**src/rtl/seg_scan_ctrl.sv**
```systemverilog
// Scan controller for an N-digit common-anode 7-seg display with double buffer.
// Optional leading-zero blanking: define SEG_SCAN_LZ_BLANK_EN.
module seg_scan_ctrl #(
  parameter int NUM_DIGITS  = 8,
  parameter int REFRESH_DIV = 100000
) (
  input  logic                          clk,
  input  logic                          reset,
  input  logic [4*NUM_DIGITS-1:0]       data_in,
  input  logic [NUM_DIGITS-1:0]         dp_in,
  input  logic                          ld,
  output logic [3:0]                    hex_out,
  output logic [NUM_DIGITS-1:0]         anode,
  output logic                          dp,
  output logic [$clog2(NUM_DIGITS)-1:0] digit_idx,
  output logic                          frame_start
);

  localparam int IW = $clog2(NUM_DIGITS);
  localparam int CW = $clog2(REFRESH_DIV);
  localparam int DW = 4 * NUM_DIGITS;
  localparam logic [IW-1:0] LAST = IW'(NUM_DIGITS - 1);
  localparam logic [CW-1:0] TMAX = CW'(REFRESH_DIV - 1);

  logic [CW-1:0]         tick_cnt;
  logic [CW-1:0]         tick_cnt_nxt;
  logic [IW-1:0]         idx_nxt;
  logic [DW-1:0]         pending;
  logic [DW-1:0]         pending_nxt;
  logic [NUM_DIGITS-1:0] pending_dp;
  logic [NUM_DIGITS-1:0] pending_dp_nxt;
  logic                  pending_valid;
  logic                  pending_valid_nxt;
  logic [DW-1:0]         display;
  logic [DW-1:0]         display_nxt;
  logic [NUM_DIGITS-1:0] dp_display;
  logic [NUM_DIGITS-1:0] dp_display_nxt;
  logic                  tick;
  logic                  wrap;
  logic                  blank;
  logic [3:0]            hex_nxt;
  logic [NUM_DIGITS-1:0] anode_nxt;
  logic                  dp_nxt;
`ifdef SEG_SCAN_LZ_BLANK_EN
  logic [IW-1:0]         lead;
`endif

  always_comb begin
    tick              = (tick_cnt == TMAX);
    wrap              = tick && (digit_idx == LAST);
    tick_cnt_nxt      = tick ? '0 : tick_cnt + 1'b1;
    idx_nxt           = digit_idx;
    pending_nxt       = pending;
    pending_dp_nxt    = pending_dp;
    pending_valid_nxt = pending_valid;
    display_nxt       = display;
    dp_display_nxt    = dp_display;

    if (wrap) begin
      idx_nxt = '0;
    end else if (tick) begin
      idx_nxt = digit_idx + 1'b1;
    end

    // Boundary swap uses the old pending; a coincident ld refills it.
    if (wrap && pending_valid) begin
      display_nxt       = pending;
      dp_display_nxt    = pending_dp;
      pending_valid_nxt = 1'b0;
    end
    if (ld) begin
      pending_nxt       = data_in;
      pending_dp_nxt    = dp_in;
      pending_valid_nxt = 1'b1;
    end

    hex_nxt   = display_nxt[4*idx_nxt +: 4];
    anode_nxt = ~(NUM_DIGITS'(1) << idx_nxt);
    dp_nxt    = ~dp_display_nxt[idx_nxt];

`ifdef SEG_SCAN_LZ_BLANK_EN
    lead = '0;
    for (int i = 1; i < NUM_DIGITS; i++) begin
      if (display_nxt[4*i +: 4] != 4'h0) begin
        lead = IW'(i);
      end
    end
    blank = (idx_nxt > lead);
`else
    blank = 1'b0;
`endif

    if (blank) begin
      anode_nxt = '1;
      dp_nxt    = 1'b1;
    end
  end

  always_ff @(posedge clk) begin
    if (reset) begin
      tick_cnt      <= '0;
      digit_idx     <= '0;
      pending       <= '0;
      pending_dp    <= '0;
      pending_valid <= 1'b0;
      display       <= '0;
      dp_display    <= '0;
      hex_out       <= 4'h0;
      anode         <= '1;
      dp            <= 1'b1;
      frame_start   <= 1'b0;
    end else begin
      tick_cnt      <= tick_cnt_nxt;
      digit_idx     <= idx_nxt;
      pending       <= pending_nxt;
      pending_dp    <= pending_dp_nxt;
      pending_valid <= pending_valid_nxt;
      display       <= display_nxt;
      dp_display    <= dp_display_nxt;
      hex_out       <= hex_nxt;
      anode         <= anode_nxt;
      dp            <= dp_nxt;
      frame_start   <= wrap;
    end
  end

endmodule

```
**config.mk**
```make
export PLATFORM = sky130hd
export DESIGN_NAME = seg_scan_ctrl
export DESIGN_NICKNAME = d
export VERILOG_FILES = /design/src/rtl/seg_scan_ctrl.sv
export SDC_FILE = /design/constraint.sdc
export NUM_CORES = 1
export LEC_CHECK = 0
export BUFFER_PORTS_ARGS = -buffer_cell sky130_fd_sc_hd__clkbuf_2
export CAP_MARGIN = 5
export CELL_PAD_IN_SITES_DETAIL_PLACEMENT = 0
export CELL_PAD_IN_SITES_GLOBAL_PLACEMENT = 2
export CORE_MARGIN = 2
export CORE_UTILIZATION = 33
export CTS_BUF_LIST = sky130_fd_sc_hd__clkbuf_16
export CTS_CLUSTER_DIAMETER = 60
export CTS_CLUSTER_SIZE = 20
export DETAILED_ROUTE_END_ITERATION = 16
export PLACE_DENSITY_LB_ADDON = 0.1
export SYNTH_ARGS = -nofsm -noshare
export SYNTH_HDL_FRONTEND = slang
export SYNTH_SLANG_ARGS = --single-unit
```
**constraint.sdc**
```tcl
create_clock -name clk -period 2.2 [get_ports clk]
set_clock_uncertainty 0.1 [all_clocks]
set_input_delay 0.33 -clock clk [delete_from_list [all_inputs] [get_ports clk]]
set_output_delay 0.33 -clock clk [all_outputs]
set_load 0.05 [all_outputs]
```
==> results_dict.tcl, run 1 <==
set metrics [dict create \
    synthCells 513 \
    r2r_start "tick_cnt[0]" \
    grt_pass1_vias 4160 \
    path_class "reg -> reg" \
    portBuffers 59 \
    min_path_type "in -> reg" \
    ys_seq_area_frac 0.462 \
    fmax_mhz 475 \
    cts_max_path_buffers 2 \
    firstDrtPassIters 5 \
    synth_edf_count 0 \
    grt_start_max_net_pins 43 \
    finish.instance_area_mm2 0.00667 \
    cts_tree "yes" \
    hpwl_um 8980 \
    hold_viol 0 \
    maxCapViolations 0 \
    post-route-util 0.455 \
    relSlewSlack 0.687 \
    initial_core_util 0.340 \
    ioPinCount 60 \
    synth_warnings 0 \
    synthDistinctLibCells 51 \
    grt_setup_unrepaired "true" \
    grt_first_pass_wirelength_um 22300 \
    period_minus_slack_ps 2110 \
    grt_use_total 0.178 \
    clk_pin_slew_ps 50 \
    fillerInstances 1426 \
    drc_errors 0 \
    status "finished clean" \
    vias_per_cell 5.16 \
    ys_ff_latch 115 \
    synth-main-ff-cell "dfxtp_1" \
    core_mm2 0.0146 \
    required_ps 2390 \
    syn_to_final_growth_pct 33.8 \
    row_count 44 \
    tightest_slew_ps 469 \
    crit_path_start_kind "flip-flop" \
    synthArstFlopShare 0 \
    die_w_um 127 \
    wl_per_cell_um 16.9 \
    antenna_found_initial 0 \
    die_height_um 127 \
    gr-total-overflow 0 \
    drtIter0Drc 281 \
    drv_slew 0 \
    vias 4145 \
    cp.arrival_ps 2300 \
    cts_hold_buffers 0 \
    p_per_area_mw_per_mm2 803 \
    hp-start "data_in[13]" \
    clock-sinks 115 \
    crit_path_end_kind "flip-flop" \
    clkLatencyLatePin_ps 420 \
    peakVddDrop_mv 0.609 \
    syn_nets 559 \
    htreeDepth 4 \
    cts_buffers 17 \
    gp_congestion 0.791 \
    period_share 0.957 \
    setup_viol 0 \
    clockRootBuffer "clkbuf_16" \
    wl_um 13600 \
    diodes 0 \
    nNetsFinal 653 \
    power.leakage_nw 2.75 \
    final_antenna_net_count 0 \
    layout_common_cells "dfxtp_1, nor2_1, clkbuf_2, buf_4, mux2i_1" \
    placed_cell_area_mm2 0.00582 \
    die_area_mm2 0.0161 \
    final_common_cell "dfxtp_1" \
    startpoint "tick_cnt[0]" \
    crit_fanout 15 \
    netlist_area_mm2 0.00498 \
    drive_gt1_frac 0.323 \
    postSynthAreaPerCell_um2 9.71 \
]
==> stage by stage <==
stage / cells / hold slack, ps / power, mW / worst slack (ps) / TNS (ps)
after CTS: 801 / 27.7 / 5.43 / 6.63 / 0
final: 804 / 42.9 / 5.36 / 94.0 / 0
after global placement: 769 / 365 / 2.40 / 40.4 / 0
after floorplan: 513 / 326 / 2.32 / 4.73 / 0
after detailed placement: 769 / 373 / 2.40 / 21.9 / 0
after global routing: 804 / 38.8 / 5.56 / -25.6 / -26.6
==> worst max-delay path, cell delays in order (launching register included) <==
cell,delay (ps)
dfxtp_1,330
ha_1,170
and4_4,240
and2_4,160
buf_12,150
a211oi_2,80
or2_2,320
buf_4,150
a22oi_1,190
a22oi_1,90
==> logic make-up after synthesis <==
kind of cell | share of synthesized area
xor+xnor | 0.0246
simple gates | 0.184
buf+inv | 0.0523
mux | 0.0985
fa+ha+maj | 0.00754
compound gates | 0.171
flops | 0.462
==> timing repair <==
item | CTS | global route
resized for setup | 0 | 39
setup buffers | 0 | 3
endpoints found under the setup margin | 0 | 9
==> cells in the mapped netlist, drive strengths merged (5+ instances only) <==
master   instances  share of area
dfxtp          115           0.46
nor2            74          0.056
mux2i           49          0.098
nand4           41          0.055
a21oi           34          0.034
o2bb2ai         31          0.055
o31ai           31          0.047
buf             23          0.033
clkbuf          21          0.016
nand2           17          0.014
nand3           10          0.011
xor2             9          0.016
xnor2            5         0.0088
==> routing by layer <==
layer,vias to the layer above,share of wire,track usage
met5,-,0,0
met3,17,0.037,0.0481
met1,1980,0.50,0.247
li1,2073,-,-
met4,0,0.013,0.0653
met2,75,0.44,0.264
==> report_power, final <==
group | internal, mW | switching, mW
registers | 2.13 | 0.0326
logic | 0.0934 | 0.0984
clock network | 2.04 | 0.953
total | 4.27 | 1.08
==> final cells by class <==
cell class                 instances  area, um^2  share of cell area
multi-input combinational        350        2590               0.389
sequential                       115        2310               0.347
timing repair buffer             119         875               0.131
clock buffer                      18         450              0.0676
tap                              184         230              0.0345
clock inverter                    14         189              0.0283
inverter                           4        15.0             0.00225
==> registers in the layout, indices dropped and copies added, names as in the netlist <==
register	cells
dp_display	8
tick_cnt	17
pending_valid	1
display	32
frame_start	1
pending_dp	8
pending	32
hex_out	4
digit_idx	3
dp	1
anode	8
==> worst paths after layout <==
kind	slack [ps]	cells past startpoint	end
min reg2reg	370	2	display[3]
max reg2reg	90	9	dp
max	90	9	dp
min	40	3	pending[13]
Power figures use the tool's default switching activity.
==> run 2, diff against run 1 <==
RECOVER_POWER = 100   (was unset)
SKIP_LAST_GASP = 1   (was unset)
==> run 2 against run 1 <==
Against the previous run: clock power is essentially flat; combinational power is essentially flat; maximum frequency is essentially flat; worst setup slack is essentially flat; sequential share of layout area grew 0.078 points; clock-buffer cell count is the same; largest power group unchanged; total power is essentially flat; register-to-register slack is essentially flat; critical endpoint unchanged; non-clock buffer count is the same; critical path type unchanged.
==> results_dict.tcl, run 2 (synthesis gave the netlist of run 1 again) <==
set metrics [dict create \
    status "finished clean" \
    fmax_mhz 475 \
    diodes 0 \
    drv_slew 0 \
    fin_total_pwr_mw 5.36 \
    wl_per_cell_um 16.9 \
    hold_viol 0 \
    path_buf_inv 2 \
    cts_tree "yes" \
    cp_cell_sequence "ha_1 > and4_4 > and2_4 > buf_12 > a211oi_2 > or2_2 > buf_4 > a22oi_1 > a22oi_1" \
    regArea_mm2 0.00231 \
    layout_common_cells "dfxtp_1, nor2_1, clkbuf_2, buf_4, mux2i_1" \
    core_mm2 0.0146 \
    r2r_start "tick_cnt[0]" \
    fin_ws_ps 93.9 \
    cts_max_path_buffers 2 \
    swShare 0.202 \
    die_w_um 127 \
    grt_use_total 0.178 \
    p_int_mw 4.27 \
    vias 4145 \
    wl_um 13600 \
    dpl_worst_slack_ps 21.9 \
    period_minus_slack_ps 2110 \
    multi_input_area_mm2 0.00259 \
    nNetsFinal 653 \
    slowest_delay_ps 330 \
    p_seq_frac 0.405 \
    antenna_found_initial 0 \
    final_antenna_net_count 0 \
    ioPinCount 60 \
    htreeDepth 4 \
    final_common_cell "dfxtp_1" \
    slowest_stage "dfxtp_1" \
    crit_path_end_kind "flip-flop" \
    grt_setup_unrepaired "true" \
    min_path_type "in -> reg" \
    row_count 44 \
    drive_gt1_frac 0.323 \
    vias_per_cell 5.16 \
    power.leakage_nw 2.75 \
    p_clk_frac 0.560 \
    reg_top3 "display (32), pending (32), tick_cnt (17)" \
    tightest_slew_ps 1400 \
    drc_errors 0 \
    clock-sinks 115 \
    initial_core_util 0.340 \
    startpoint "tick_cnt[0]" \
    cts_buffers 17 \
    clkLatencyLatePin_ps 420 \
    die_area_mm2 0.0161 \
    gr-total-overflow 0 \
    die_height_um 127 \
    hp-start "data_in[13]" \
    grt_first_pass_wirelength_um 22300 \
    cts_hold_buffers 0 \
    syn_to_final_growth_pct 33.5 \
    setup_viol 0 \
    clockRootBuffer "clkbuf_16" \
    hpwl_um 8980 \
    p_sw_mw 1.08 \
    fillerInstances 1427 \
    maxCapViolations 0 \
    period_share 0.957 \
    path_common_cell "a22oi_1" \
    peakVddDrop_mv 0.609 \
    crit_path_start_kind "flip-flop" \
    crit_fanout 15 \
    portBuffers 59 \
    p_per_area_mw_per_mm2 805 \
    cp_top_family "simple AND/OR/NAND/NOR gates" \
    cp.arrival_ps 2300 \
    firstDrtPassIters 5 \
    grt_pass1_vias 4160 \
    required_ps 2390 \
    grt_start_max_net_pins 43 \
    path_class "reg -> reg" \
    clk_pin_slew_ps 50 \
    relSlewSlack 0.0650 \
    p_comb_frac 0.036 \
    drtIter0Drc 281 \
    gp_congestion 0.791 \
]
-- run 2: cell count changes in the layout (fill, tap and decap cells not counted), sizes merged --
cell and change:
buf -1, clkbuf +1
-- run 2: repair_timing --
item | CTS | global route
setup buffers | 0 | 3
setup endpoints to repair | 0 | 9
gates resized for setup | 0 | 39
-- run 2: layout make-up --
class	count	share of cell area
multi-input cells	350	0.390
well taps	184	0.0346
clock inverters	14	0.0284
inverters	4	0.00226
repair buffers	119	0.129
clock buffers	18	0.0677
flip-flops and latches	115	0.348
-- run 2: layer usage --
metal | global-route usage | wire [um]
met5 | 0 | 0
met2 | 0.264 | 6040
met1 | 0.247 | 6860
met4 | 0.0653 | 180
met3 | 0.0481 | 504
-- run 2: worst reg2reg max path, delay by kind of cell (launching register included) --
| kind | cells | cell delay [ps] |
|---|---|---|
| simple gates | 3 | 720 |
| compound gates | 3 | 360 |
| flops | 1 | 330 |
| buf+inv | 2 | 300 |
| fa+ha+maj | 1 | 170 |
-- run 2: final timing paths --
path	to	slack, ps	cells after the start
max	dp	90	9
min	pending[13]	40	3
max reg2reg	dp	90	9
min reg2reg	display[3]	370	2
-- run 2: metrics by stage --
step / cells / cell area (um^2) / setup TNS (ps) / utilization / hold WS, ps
final: 804 / 6650 / 0 / 0.454 / 43.9
after global routing: 804 / 6650 / -26.6 / 0.454 / 39.8
after CTS: 801 / 6460 / 0 / 0.441 / 27.7
after detailed placement: 769 / 5820 / 0 / 0.398 / 373
after global placement: 769 / 5820 / 0 / 0.398 / 365
after floorplan: 513 / 4990 / 0 / - / 326
-- run 2: power by group through the flow --
stage,clock (mW),sequential [mW],combinational (mW)
6_report,3.00,2.17,0.192
5_1_grt,3.17,2.17,0.215
4_1_cts,3.07,2.17,0.194
3_5_place_dp,0,2.21,0.194
3_3_place_gp,0,2.21,0.190
2_1_floorplan,0,2.20,0.115
